[config.mk]
export PLATFORM = sky130hd
export DESIGN_NAME = cp_dmem_bus_arbiter_flat
export DESIGN_NICKNAME = d
export VERILOG_FILES = /design/src/rtl/cp_dmem_bus_arbiter_pkg.sv /design/src/rtl/cp_dmem_bus_arbiter_if.sv /design/src/rtl/cp_dmem_bus_arbiter_rr2.sv /design/src/rtl/cp_dmem_bus_arbiter.sv /design/src/flat_wrapper.sv
export SDC_FILE = /design/constraint.sdc
export NUM_CORES = 1
export LEC_CHECK = 0
export CORE_MARGIN = 10
export CORE_UTILIZATION = 23
export CTS_CLUSTER_DIAMETER = 40
export DETAILED_ROUTE_END_ITERATION = 7
export HOLD_SLACK_MARGIN = 0.05
export PLACE_DENSITY = 0.81
export SKIP_LAST_GASP = 1
export SLEW_MARGIN = 20
export SYNTH_ARGS = -nofsm -noshare
export SYNTH_HDL_FRONTEND = slang
export SYNTH_HIERARCHICAL = 1
export SYNTH_SLANG_ARGS = --single-unit
[constraint.sdc]
create_clock -name iClk -period 2.8 [get_ports iClk]
set_clock_uncertainty 0.1 [all_clocks]
set_input_delay 0.28 -clock iClk [delete_from_list [all_inputs] [get_ports iClk]]
set_output_delay 0.28 -clock iClk [all_outputs]
set_load 0.02 [all_outputs]
[src/rtl/cp_dmem_bus_arbiter_pkg.sv]
`default_nettype none
//==============================================================================
// Module   : cp_dmem_bus_arbiter_pkg
// Purpose  : Shared definitions for the data-memory port-A arbiter slice:
//            arbitration state encoding, statistics counter width and type,
//            and a saturating-increment helper.
//            Supplies fallback values for DEF_CP_D_MEM_ADDR_WIDTH and
//            DEF_CP_DATA_WIDTH when the surrounding build does not define them.
// Ports    : none (package)
// Revision : 1.0  initial release
//==============================================================================

`ifndef DEF_CP_D_MEM_ADDR_WIDTH
`define DEF_CP_D_MEM_ADDR_WIDTH 12
`endif

`ifndef DEF_CP_DATA_WIDTH
`define DEF_CP_DATA_WIDTH 32
`endif

package cp_dmem_bus_arbiter_pkg;

  // Arbitration state encoding
  localparam logic [0:0] CP_ARB_OPEN   = 1'b0;
  localparam logic [0:0] CP_ARB_LOCKED = 1'b1;

  // Statistics counters
  localparam int CP_ARB_STAT_WIDTH = 16;

  typedef logic [CP_ARB_STAT_WIDTH-1:0] cpArbStat_t;

  // Increment that sticks at all-ones instead of wrapping
  function automatic cpArbStat_t cpArbSatInc(input cpArbStat_t value);
    cpArbStat_t result;
    if (value == '1) begin
      result = value;
    end else begin
      result = value + cpArbStat_t'(1);
    end
    return result;
  endfunction

endpackage : cp_dmem_bus_arbiter_pkg

`default_nettype wire

[src/rtl/cp_dmem_bus_arbiter_if.sv]
`default_nettype none
//==============================================================================
// Module   : cp_dmem_bus_arbiter_if
// Purpose  : Bundle of the two requester handshakes and the dmem port-A pins.
//            slave  modport : arbiter view (takes requests, drives the bus)
//            master modport : environment view (requesters + dmem)
// Ports    : iReqN_*  request fields from requester N (N = 0 host, 1 DMA)
//            oReqN_*  grant and read-return to requester N
//            oBus_*   access presented to dmem port A
//            iBus_Read_Data  1-cycle-latency read data from dmem
// Revision : 1.0  initial release
//==============================================================================
interface cp_dmem_bus_arbiter_if #(
  parameter int ADDR_WIDTH = `DEF_CP_D_MEM_ADDR_WIDTH,
  parameter int DATA_WIDTH = `DEF_CP_DATA_WIDTH
);

  logic                  iReq0_Valid;
  logic [ADDR_WIDTH-1:0] iReq0_Address;
  logic [DATA_WIDTH-1:0] iReq0_Write_Data;
  logic                  iReq0_Write_Enable;
  logic                  iReq0_Lock;
  logic                  oReq0_Ready;
  logic [DATA_WIDTH-1:0] oReq0_Read_Data;
  logic                  oReq0_Read_Valid;

  logic                  iReq1_Valid;
  logic [ADDR_WIDTH-1:0] iReq1_Address;
  logic [DATA_WIDTH-1:0] iReq1_Write_Data;
  logic                  iReq1_Write_Enable;
  logic                  iReq1_Lock;
  logic                  oReq1_Ready;
  logic [DATA_WIDTH-1:0] oReq1_Read_Data;
  logic                  oReq1_Read_Valid;

  logic                  oBus_Valid;
  logic [ADDR_WIDTH-1:0] oBus_Address;
  logic [DATA_WIDTH-1:0] oBus_Write_Data;
  logic                  oBus_Write_Enable;
  logic [DATA_WIDTH-1:0] iBus_Read_Data;

  modport slave (
    input  iReq0_Valid, iReq0_Address, iReq0_Write_Data, iReq0_Write_Enable, iReq0_Lock,
    output oReq0_Ready, oReq0_Read_Data, oReq0_Read_Valid,
    input  iReq1_Valid, iReq1_Address, iReq1_Write_Data, iReq1_Write_Enable, iReq1_Lock,
    output oReq1_Ready, oReq1_Read_Data, oReq1_Read_Valid,
    output oBus_Valid, oBus_Address, oBus_Write_Data, oBus_Write_Enable,
    input  iBus_Read_Data
  );

  modport master (
    output iReq0_Valid, iReq0_Address, iReq0_Write_Data, iReq0_Write_Enable, iReq0_Lock,
    input  oReq0_Ready, oReq0_Read_Data, oReq0_Read_Valid,
    output iReq1_Valid, iReq1_Address, iReq1_Write_Data, iReq1_Write_Enable, iReq1_Lock,
    input  oReq1_Ready, oReq1_Read_Data, oReq1_Read_Valid,
    input  oBus_Valid, oBus_Address, oBus_Write_Data, oBus_Write_Enable,
    output iBus_Read_Data
  );

endinterface : cp_dmem_bus_arbiter_if

`default_nettype wire

[src/rtl/cp_dmem_bus_arbiter_rr2.sv]
`default_nettype none
//==============================================================================
// Module   : cp_dmem_bus_arbiter_rr2
// Purpose  : Two-way round-robin grant. Combinational grant from the two
//            (already lock-masked) requests and the priority pointer; the
//            pointer is held here and either advances past the granted
//            requester or is loaded explicitly by the caller.
// Ports    : iClk, iReset_n      clock, async active-low reset
//            iReq0, iReq1        requests eligible for a grant this cycle
//            iAdvance            a grant was accepted; point at the other side
//            iLoad, iLoadPtr     force the pointer (takes priority)
//            oGrant0, oGrant1    one-hot-or-zero grant
// Revision : 1.0  initial release
//==============================================================================
module cp_dmem_bus_arbiter_rr2 (
  input  logic iClk,
  input  logic iReset_n,
  input  logic iReq0,
  input  logic iReq1,
  input  logic iAdvance,
  input  logic iLoad,
  input  logic iLoadPtr,
  output logic oGrant0,
  output logic oGrant1
);

  // Pointer value names the requester that wins a tie
  logic r_ptr;

  assign oGrant0 = iReq0 & (~iReq1 | ~r_ptr);
  assign oGrant1 = iReq1 & (~iReq0 |  r_ptr);

  always_ff @(posedge iClk or negedge iReset_n) begin
    if (!iReset_n) begin
      r_ptr <= 1'b0;
    end else if (iLoad) begin
      r_ptr <= iLoadPtr;
    end else if (iAdvance) begin
      // Granting req0 hands priority to req1 and vice versa
      r_ptr <= oGrant0;
    end
  end

endmodule : cp_dmem_bus_arbiter_rr2

`default_nettype wire

[src/rtl/cp_dmem_bus_arbiter.sv]
`default_nettype none
//==============================================================================
// Module   : cp_dmem_bus_arbiter
// Purpose  : Arbiter for dmem port A between the host interface (req0) and
//            the DMA engine (req1). One access per cycle, round-robin on
//            contention, locked bursts with a forced-release watchdog, and
//            1-cycle-latency read data routed back to the issuing requester.
// Ports    : iClk      system clock, posedge
//            iReset_n  asynchronous active-low reset
//            bus       cp_dmem_bus_arbiter_if.slave (requesters + dmem pins)
//            oStat_Grant0/oStat_Grant1/oStat_Conflict  saturating counters,
//                      present only when CP_DMEM_ARB_STATS_EN is defined
// Options  : CP_DMEM_ARB_STATS_EN  adds the statistics counters and ports
// Revision : 1.0  initial release
//==============================================================================
module cp_dmem_bus_arbiter
  import cp_dmem_bus_arbiter_pkg::*;
#(
  parameter int ADDR_WIDTH      = `DEF_CP_D_MEM_ADDR_WIDTH,
  parameter int DATA_WIDTH      = `DEF_CP_DATA_WIDTH,
  parameter int LOCK_MAX_CYCLES = 64
) (
  input  logic                         iClk,
  input  logic                         iReset_n,
  cp_dmem_bus_arbiter_if.slave         bus
`ifdef CP_DMEM_ARB_STATS_EN
  ,
  output logic [CP_ARB_STAT_WIDTH-1:0] oStat_Grant0,
  output logic [CP_ARB_STAT_WIDTH-1:0] oStat_Grant1,
  output logic [CP_ARB_STAT_WIDTH-1:0] oStat_Conflict
`endif
);

  localparam int                 c_CNT_W    = (LOCK_MAX_CYCLES > 2) ? $clog2(LOCK_MAX_CYCLES) : 1;
  localparam logic [c_CNT_W-1:0] c_CNT_LAST = c_CNT_W'(LOCK_MAX_CYCLES - 1);

  logic [0:0]         r_state;
  logic               r_owner;
  logic [c_CNT_W-1:0] r_lockCnt;
  logic               r_readValid0;
  logic               r_readValid1;

  logic                  w_locked;
  logic                  w_req0;
  logic                  w_req1;
  logic                  w_grant0;
  logic                  w_grant1;
  logic                  w_accept;
  logic                  w_grantLock;
  logic                  w_lockExit;
  logic [ADDR_WIDTH-1:0] w_busAddress;
  logic [DATA_WIDTH-1:0] w_busWriteData;
  logic                  w_busWriteEnable;

  assign w_locked = (r_state == CP_ARB_LOCKED);

  // While locked the non-owner is masked out, even if the owner is idle
  assign w_req0 = bus.iReq0_Valid & (~w_locked | ~r_owner);
  assign w_req1 = bus.iReq1_Valid & (~w_locked |  r_owner);

  cp_dmem_bus_arbiter_rr2 u_rr2 (
    .iClk     (iClk),
    .iReset_n (iReset_n),
    .iReq0    (w_req0),
    .iReq1    (w_req1),
    .iAdvance (~w_locked & w_accept),
    .iLoad    (w_lockExit),
    .iLoadPtr (~r_owner),
    .oGrant0  (w_grant0),
    .oGrant1  (w_grant1)
  );

  // A grant is only ever issued alongside Valid, so a grant is a transfer
  assign w_accept    = w_grant0 | w_grant1;
  assign w_grantLock = (w_grant0 & bus.iReq0_Lock) | (w_grant1 & bus.iReq1_Lock);

  // Leave LOCKED on the watchdog limit or on an owner transfer without Lock
  assign w_lockExit = w_locked & ((r_lockCnt == c_CNT_LAST) | (w_accept & ~w_grantLock));

  assign w_busAddress     = w_grant1 ? bus.iReq1_Address      : (w_grant0 ? bus.iReq0_Address      : '0);
  assign w_busWriteData   = w_grant1 ? bus.iReq1_Write_Data   : (w_grant0 ? bus.iReq0_Write_Data   : '0);
  assign w_busWriteEnable = (w_grant1 & bus.iReq1_Write_Enable) | (w_grant0 & bus.iReq0_Write_Enable);

  assign bus.oReq0_Ready       = w_grant0;
  assign bus.oReq1_Ready       = w_grant1;
  assign bus.oBus_Valid        = w_accept;
  assign bus.oBus_Address      = w_busAddress;
  assign bus.oBus_Write_Data   = w_busWriteData;
  assign bus.oBus_Write_Enable = w_busWriteEnable;

  // dmem has one cycle of read latency, so the return data is fanned out
  // unregistered and only the valid strobes carry ownership
  assign bus.oReq0_Read_Data  = bus.iBus_Read_Data;
  assign bus.oReq1_Read_Data  = bus.iBus_Read_Data;
  assign bus.oReq0_Read_Valid = r_readValid0;
  assign bus.oReq1_Read_Valid = r_readValid1;

  always_ff @(posedge iClk or negedge iReset_n) begin
    if (!iReset_n) begin
      r_state   <= CP_ARB_OPEN;
      r_owner   <= 1'b0;
      r_lockCnt <= '0;
    end else if (!w_locked) begin
      if (w_accept && w_grantLock) begin
        r_state   <= CP_ARB_LOCKED;
        r_owner   <= w_grant1;
        r_lockCnt <= '0;
      end
    end else if (w_lockExit) begin
      r_state   <= CP_ARB_OPEN;
      r_lockCnt <= '0;
    end else begin
      r_lockCnt <= r_lockCnt + c_CNT_W'(1);
    end
  end

  always_ff @(posedge iClk or negedge iReset_n) begin
    if (!iReset_n) begin
      r_readValid0 <= 1'b0;
      r_readValid1 <= 1'b0;
    end else begin
      r_readValid0 <= w_grant0 & ~bus.iReq0_Write_Enable;
      r_readValid1 <= w_grant1 & ~bus.iReq1_Write_Enable;
    end
  end

`ifdef CP_DMEM_ARB_STATS_EN
  cpArbStat_t r_statGrant0;
  cpArbStat_t r_statGrant1;
  cpArbStat_t r_statConflict;

  always_ff @(posedge iClk or negedge iReset_n) begin
    if (!iReset_n) begin
      r_statGrant0   <= '0;
      r_statGrant1   <= '0;
      r_statConflict <= '0;
    end else begin
      if (w_grant0) begin
        r_statGrant0 <= cpArbSatInc(r_statGrant0);
      end
      if (w_grant1) begin
        r_statGrant1 <= cpArbSatInc(r_statGrant1);
      end
      // Only one access per cycle, so both Valid always stalls one side
      if (bus.iReq0_Valid && bus.iReq1_Valid) begin
        r_statConflict <= cpArbSatInc(r_statConflict);
      end
    end
  end

  assign oStat_Grant0   = r_statGrant0;
  assign oStat_Grant1   = r_statGrant1;
  assign oStat_Conflict = r_statConflict;
`endif

endmodule : cp_dmem_bus_arbiter

`default_nettype wire
[src/flat_wrapper.sv]
// flat-port wrapper written by rule: the top's interface ports become plain ports
module cp_dmem_bus_arbiter_flat import cp_dmem_bus_arbiter_pkg::*;
#(
  parameter int ADDR_WIDTH      = `DEF_CP_D_MEM_ADDR_WIDTH,
  parameter int DATA_WIDTH      = `DEF_CP_DATA_WIDTH,
  parameter int LOCK_MAX_CYCLES = 64
)
  (iClk, iReset_n, bus_iReq0_Valid, bus_iReq0_Address, bus_iReq0_Write_Data, bus_iReq0_Write_Enable, bus_iReq0_Lock, bus_oReq0_Ready, bus_oReq0_Read_Data, bus_oReq0_Read_Valid, bus_iReq1_Valid, bus_iReq1_Address, bus_iReq1_Write_Data, bus_iReq1_Write_Enable, bus_iReq1_Lock, bus_oReq1_Ready, bus_oReq1_Read_Data, bus_oReq1_Read_Valid, bus_oBus_Valid, bus_oBus_Address, bus_oBus_Write_Data, bus_oBus_Write_Enable, bus_iBus_Read_Data);
  cp_dmem_bus_arbiter_if #(.ADDR_WIDTH(ADDR_WIDTH), .DATA_WIDTH(DATA_WIDTH)) bus_i ();
  input  logic iClk;
  input  logic iReset_n;
  input wire logic [$bits(bus_i.iReq0_Valid)-1:0] bus_iReq0_Valid;
  input wire logic [$bits(bus_i.iReq0_Address)-1:0] bus_iReq0_Address;
  input wire logic [$bits(bus_i.iReq0_Write_Data)-1:0] bus_iReq0_Write_Data;
  input wire logic [$bits(bus_i.iReq0_Write_Enable)-1:0] bus_iReq0_Write_Enable;
  input wire logic [$bits(bus_i.iReq0_Lock)-1:0] bus_iReq0_Lock;
  output wire logic [$bits(bus_i.oReq0_Ready)-1:0] bus_oReq0_Ready;
  output wire logic [$bits(bus_i.oReq0_Read_Data)-1:0] bus_oReq0_Read_Data;
  output wire logic [$bits(bus_i.oReq0_Read_Valid)-1:0] bus_oReq0_Read_Valid;
  input wire logic [$bits(bus_i.iReq1_Valid)-1:0] bus_iReq1_Valid;
  input wire logic [$bits(bus_i.iReq1_Address)-1:0] bus_iReq1_Address;
  input wire logic [$bits(bus_i.iReq1_Write_Data)-1:0] bus_iReq1_Write_Data;
  input wire logic [$bits(bus_i.iReq1_Write_Enable)-1:0] bus_iReq1_Write_Enable;
  input wire logic [$bits(bus_i.iReq1_Lock)-1:0] bus_iReq1_Lock;
  output wire logic [$bits(bus_i.oReq1_Ready)-1:0] bus_oReq1_Ready;
  output wire logic [$bits(bus_i.oReq1_Read_Data)-1:0] bus_oReq1_Read_Data;
  output wire logic [$bits(bus_i.oReq1_Read_Valid)-1:0] bus_oReq1_Read_Valid;
  output wire logic [$bits(bus_i.oBus_Valid)-1:0] bus_oBus_Valid;
  output wire logic [$bits(bus_i.oBus_Address)-1:0] bus_oBus_Address;
  output wire logic [$bits(bus_i.oBus_Write_Data)-1:0] bus_oBus_Write_Data;
  output wire logic [$bits(bus_i.oBus_Write_Enable)-1:0] bus_oBus_Write_Enable;
  input wire logic [$bits(bus_i.iBus_Read_Data)-1:0] bus_iBus_Read_Data;
  assign bus_i.iReq0_Valid = bus_iReq0_Valid;
  assign bus_i.iReq0_Address = bus_iReq0_Address;
  assign bus_i.iReq0_Write_Data = bus_iReq0_Write_Data;
  assign bus_i.iReq0_Write_Enable = bus_iReq0_Write_Enable;
  assign bus_i.iReq0_Lock = bus_iReq0_Lock;
  assign bus_oReq0_Ready = bus_i.oReq0_Ready;
  assign bus_oReq0_Read_Data = bus_i.oReq0_Read_Data;
  assign bus_oReq0_Read_Valid = bus_i.oReq0_Read_Valid;
  assign bus_i.iReq1_Valid = bus_iReq1_Valid;
  assign bus_i.iReq1_Address = bus_iReq1_Address;
  assign bus_i.iReq1_Write_Data = bus_iReq1_Write_Data;
  assign bus_i.iReq1_Write_Enable = bus_iReq1_Write_Enable;
  assign bus_i.iReq1_Lock = bus_iReq1_Lock;
  assign bus_oReq1_Ready = bus_i.oReq1_Ready;
  assign bus_oReq1_Read_Data = bus_i.oReq1_Read_Data;
  assign bus_oReq1_Read_Valid = bus_i.oReq1_Read_Valid;
  assign bus_oBus_Valid = bus_i.oBus_Valid;
  assign bus_oBus_Address = bus_i.oBus_Address;
  assign bus_oBus_Write_Data = bus_i.oBus_Write_Data;
  assign bus_oBus_Write_Enable = bus_i.oBus_Write_Enable;
  assign bus_i.iBus_Read_Data = bus_iBus_Read_Data;
  cp_dmem_bus_arbiter #(.ADDR_WIDTH(ADDR_WIDTH), .DATA_WIDTH(DATA_WIDTH), .LOCK_MAX_CYCLES(LOCK_MAX_CYCLES)) u_core (.iClk(iClk), .iReset_n(iReset_n), .bus(bus_i));
endmodule
# Word level (Yosys, flattened, before mapping)
# Cells that the tools add are included.
# totals
ff_bits	11
in_bits	128
wordCells	53
# classes
n_addsub	1
eq_ne	1
mux	12
bitwise_logic	29
reduce_logical	4
# ops
op	n
$mux W32	2
$mux W12	2
$mux W6	3
$and A1 B1 Y1	13
$not A1 Y1	8
$or A1 B1 Y1	8
$add A6 B1 Y6 const B	1
$eq A6 B6 Y1 const B	1
$mux W1	5
$reduce_bool A2 Y1	2
$reduce_and A2 Y1	1
$logic_and A1 B1 Y1	1

# Longest topological paths before layout
# depth
depth_word	14
mapped_depth	8

# Modules after synthesis
# Netlist, hierarchy kept.
# by_module_without_submodules
module	n_inst	cells_per_inst	area_per_inst_um2
cp_dmem_bus_arbiter	1	177	1522.7
cp_dmem_bus_arbiter_rr2	1	7	63.8

# Worst setup path before layout
# OpenSTA, ideal clock, no wires.
# synth_path
path_kind	reg-to-output
startpoint	reg u_core.r_state
endpoint	out bus_oBus_Address[10]
t_arrival_ns	2.378
required_time_ns	2.420
setup_slack_ns	0.042
path_stages_with_launch	7
cell_sequence	dfrtp_1 buf_2 a21boi_1 a21boi_0 buf_2 buf_2 a22o_1
# synth_via
word_cells_on_any_way	13
cone_classes	mux: 2; bitwise: 11
# synth_lines
element	line_no	rtl
start: declaration	cp_dmem_bus_arbiter.sv:37	logic [0:0] r_state;
start signal: assignment	cp_dmem_bus_arbiter.sv:100	r_state <= CP_ARB_OPEN;
start signal: assignment	cp_dmem_bus_arbiter.sv:105	r_state <= CP_ARB_LOCKED;
start signal: assignment	cp_dmem_bus_arbiter.sv:110	r_state <= CP_ARB_OPEN;
$not A1 Y1	cp_dmem_bus_arbiter.sv:59	assign w_req1 = bus.iReq1_Valid & (~w_locked | r_owner);
$or A1 B1 Y1	cp_dmem_bus_arbiter.sv:59	
$and A1 B1 Y1	cp_dmem_bus_arbiter.sv:59	
via u_core.w_req1	cp_dmem_bus_arbiter.sv:45	logic w_req1;
$and A1 B1 Y1	cp_dmem_bus_arbiter_rr2.sv:31	assign oGrant1 = iReq1 & (~iReq0 | r_ptr);
via bus_oReq1_Ready	flat_wrapper.sv:25	output wire logic [$bits(bus_i.oReq1_Ready)-1:0] bus_oReq1_Ready;
$mux W12	cp_dmem_bus_arbiter.sv:80	assign w_busAddress = w_grant1 ? bus.iReq1_Address : (w_grant0 ? bus.iReq0_Address : '0);
end: declaration	flat_wrapper.sv:29	output wire logic [$bits(bus_i.oBus_Address)-1:0] bus_oBus_Address;
# The timed path passes the listed nets, and every way through them passes these cells.

# Worst setup path after layout
# layout_path
startpoint	in bus_iReq1_Valid
endpoint	out bus_oBus_Write_Enable
# layout_via
elab_chain_len	6
word_cells_on_any_way	8
cone_classes	bitwise: 8
# layout_lines
element	line_no	rtl
start: declaration	flat_wrapper.sv:20	input wire logic [$bits(bus_i.iReq1_Valid)-1:0] bus_iReq1_Valid;
$and A1 B1 Y1 *	cp_dmem_bus_arbiter.sv:59	
via u_core.w_req1	cp_dmem_bus_arbiter.sv:45	
$not A1 Y1	cp_dmem_bus_arbiter_rr2.sv:30	assign oGrant0 = iReq0 & (~iReq1 | ~r_ptr);
$or A1 B1 Y1	cp_dmem_bus_arbiter_rr2.sv:30	
$and A1 B1 Y1	cp_dmem_bus_arbiter_rr2.sv:30	
$and A1 B1 Y1	cp_dmem_bus_arbiter.sv:82	assign w_busWriteEnable = (w_grant1 & bus.iReq1_Write_Enable) | (w_grant0 & bus.iReq0_Write_Enable);
$or A1 B1 Y1 *	cp_dmem_bus_arbiter.sv:82	
end: declaration	flat_wrapper.sv:31	output wire logic [$bits(bus_i.oBus_Write_Enable)-1:0] bus_oBus_Write_Enable;
# Mark *: on every way through the listed nets, which the timed path passes. The rest lies on a longest branch.

==> flow_summary.yaml <==
run_status:
  outcome: "finished, final reports clean"
clock_network:
  clock_sinks: 11
  cts_tree: "built"
  clk_latency_ns: 0.24
  cts_buffers: 3
  clk_pin_slew_ns: 0.05
  h-tree-depth: 1
  root_buffer: "clkbuf_8"
  clock_path_buffers: 2
synth:
  ys.warnings.count: 6
  netlist_top_cells_area: "buf_4 (31%), a22o_1 (25%), dfrtp_1 (17%), buf_6 (2.8%), buf_2 (1.9%)"
  synth.area.mux_share_pct: 0
  synthAdderAreaFrac_pct: 0.7886
  avgSynthCellArea_um2: 8.622
  synth_largest_area_cell: "buf_4"
  synth.distinct_cells: 32
  synth.top_cells.by_count: "buf_4 (65), a22o_1 (46), dfrtp_1 (11)"
  synth_xor_area_share_pct: 0.5521
  synth.most_common_cell: "buf_4"
  yosysSeqAreaShare_pct: 17.35
  synth_nets: 313
  ys_seq_elements: 11
  synthSimpleGateAreaFrac_pct: 7.256
  synth_ff_type: "dfrtp_1"
  synth_edf_count: 0
  syn_inst: 184
  synth_compound_area_share_pct: 37.38
  synth_top_area_share_pct: 30.76
  synth_area_um2: 1587
  synth_top_family_by_area: "compound AO/OA/AOI/OAI gates"
  async_flop_share_pct: 100.0
finish:
  areaGrowthSynthToFinish_pct: 78.15
  n_fill_cell: 653
  layout.nets: 395
  layout-drive-gt1-share_pct: 7.547
  final_cells: 345
  diodes: 0
place:
  portBuffers: 145
  place_hpwl_um: 6491
  dp.cells: 341
  gp_congestion: 0.8536
critical_path:
  crit_type: "primary input to output pin"
  critPathLaunch: "bus_iReq1_Valid"
  crit_slowest_cell: "clkdlybuf4s50_1"
  setup.worst_path.end: "bus_oBus_Write_Enable"
  r2r_cells: 8
  crit-reg2reg-capture: "u_core/u_rr2/r_ptr"
  startpoint_type: "primary input"
  endpoint_kind: "output pin"
  critPathRequiredTime_ns: 2.42
  cp.arrival_ns: 2.28
  worstPathCellList: "clkdlybuf4s50_1 > a21boi_1 > a21boi_4 > buf_4 > a22o_1 > clkdlybuf4s50_1"
  crit_path_frequent_cell: "clkdlybuf4s50_1"
  regToRegStartpoint: "u_core/r_owner"
  crit_path_max_incr_delay_ns: 0.62
  cp_max_fo: 19
  rrSetupSlack_ns: 0.68
global_route:
  grt_pass1_wl_um: 9936
  grt_usage_pct: 12.18
  antenna_found_initial: 0
  grt.overflow.total: 0
  grt_pass1_vias: 1708
  grt_max_degree: 45
drt:
  routed-via-count: 1631
  via_per_inst: 4.728
  drtPass1Iterations: 4
  drc: 0
  wire_per_inst_um: 22.03
  postRouteAntennaNets: 0
  routed_wirelength_um: 7600
  drtIter0Drc: 35
hold_path:
  holdCritPathClass: "primary input to async pin"
die:
  start_util_pct: 23.48
  rows: 30
  core_area_um2: 6756
  die_area_um2: 10620
  dieHeight_um: 103.1
  io_pins: 242
  dieWidth_um: 103.1
timing:
  max_freq_ghz: 0.3761
  final.min_clock_period_ns: 2.659
  relSlewSlack_pct: 66.40
  finalSetupTns_ns: 0
  whs_ns: 0.2767
  tightest_slew_ns: 0.5024
  hold_violations: 0
  setup_violations: 0
  grt_setup_unrepaired: "no"
  post-route-period-util_pct: 94.97
  slew_violations: 0
pwr:
  ir_worst_vdd_mv: 0.5239
  p_leak_uw: 0.001682
  p_per_area_nw_per_um2: 723.4
job:
  drv_cap: 0
-- timing repair --
item / 4_1_cts / 5_1_grt
hold buffers: 0 / 0
setup buffers: 0 / 0
gates resized for setup: 0 / 44
setup endpoints to repair: 0 / 44
-- placed cells by master (no fill, tap or decap), drive strengths merged --
cell	netlist	final
o221ai	1	1
nor3	1	1
nand3	2	2
o21ai	6	6
a22o	47	47
a21o	1	1
a21boi	4	4
clkdlybuf4s50	0	101
xnor2	1	1
nand2b	2	2
a21oi	5	5
o21a	2	2
dlymetal6s2s	0	44
nor2b	3	3
o311ai	1	1
a22oi	1	1
clkbuf	0	4
nand3b	1	1
nor2	5	5
nand2	7	7
ha	1	1
dfrtp	11	11
or2	1	1
a31oi	1	1
buf	75	7
inv	5	5
-- sequential cells by signal (all words and copies together), names as in the netlist --
signal                       count
u_core/bus.oReq1_Read_Valid      1
u_core/bus.oReq0_Read_Valid      1
u_core/r_state                   1
u_core/u_rr2/r_ptr               1
u_core/r_lockCnt                 6
u_core/r_owner                   1
-- routing by layer --
layer  wire length [um]  track usage (%)  up-vias
li1                   -                -      761
met2               3589            20.58      130
met1               2583            11.85      724
met4                128            4.064        0
met5                  0                0        -
met3               1299            7.909       16
-- power by group --
part	internal, uW	switching, uW	leakage [uW]	total (uW)
sequential	202	31.9	0.000144	234
combinational	816	834	0.00151	1650
clock	100	60.1	0.0000228	160
total	1120	926	0.00168	2040
-- critical path, delay by kind of cell --
family | cells | cell delay [ns]
AO/OA/AOI/OAI | 3 | 0.65
buffers and inverters | 3 | 1.34
-- worst min path at each step --
stage,startpoint,endpoint,slack [ns],depth (start not counted)
2_1_floorplan,iReset_n,u_core/bus.oReq0_Read_Valid,-0.12,0
5_1_grt,iReset_n,u_core/r_lockCnt[4],0.33,1
4_1_cts,iReset_n,u_core/r_state,0.29,1
3_5_place_dp,u_core/r_lockCnt[0],u_core/r_lockCnt[0],0.40,1
6_report,iReset_n,u_core/r_lockCnt[4],0.28,1
3_3_place_gp,u_core/r_lockCnt[2],u_core/r_lockCnt[2],0.39,1
-- layout make-up --
class                   instances  area [um2]  share of cell area (%)
clock buffers                   4       45.04                   1.594
inverters                       5       18.77                  0.6640
multi-input cells              93       748.2                   26.47
flip-flops and latches         11       275.3                   9.739
well taps                      80       100.1                   3.541
repair buffers                152        1639                   57.99
-- kinds of logic (layout without fill, tap and decap cells) --
| logic type | Yosys count | count (layout) |
|---|---|---|
| flip-flops | 11 | 11 |
| buffers and inverters | 80 | 161 |
| adder cells (fa/ha/maj) | 1 | 1 |
| AO/OA/AOI/OAI | 69 | 69 |
| AND/OR/NAND/NOR | 22 | 22 |
| XOR/XNOR | 1 | 1 |
-- stage by stage --
step	area (um2)	power (uW)	util (%)	setup WS, ns
after floorplan	1587	1300	-	0.04225
after global placement	2671	1921	39.54	0.08601
after detailed placement	2671	1946	39.54	0.04130
after CTS	2716	2113	40.20	0.02760
after global routing	2826	2177	41.83	0.05728
final	2826	2045	41.83	0.1409
Note: power is estimated with default switching activity, not from simulation.
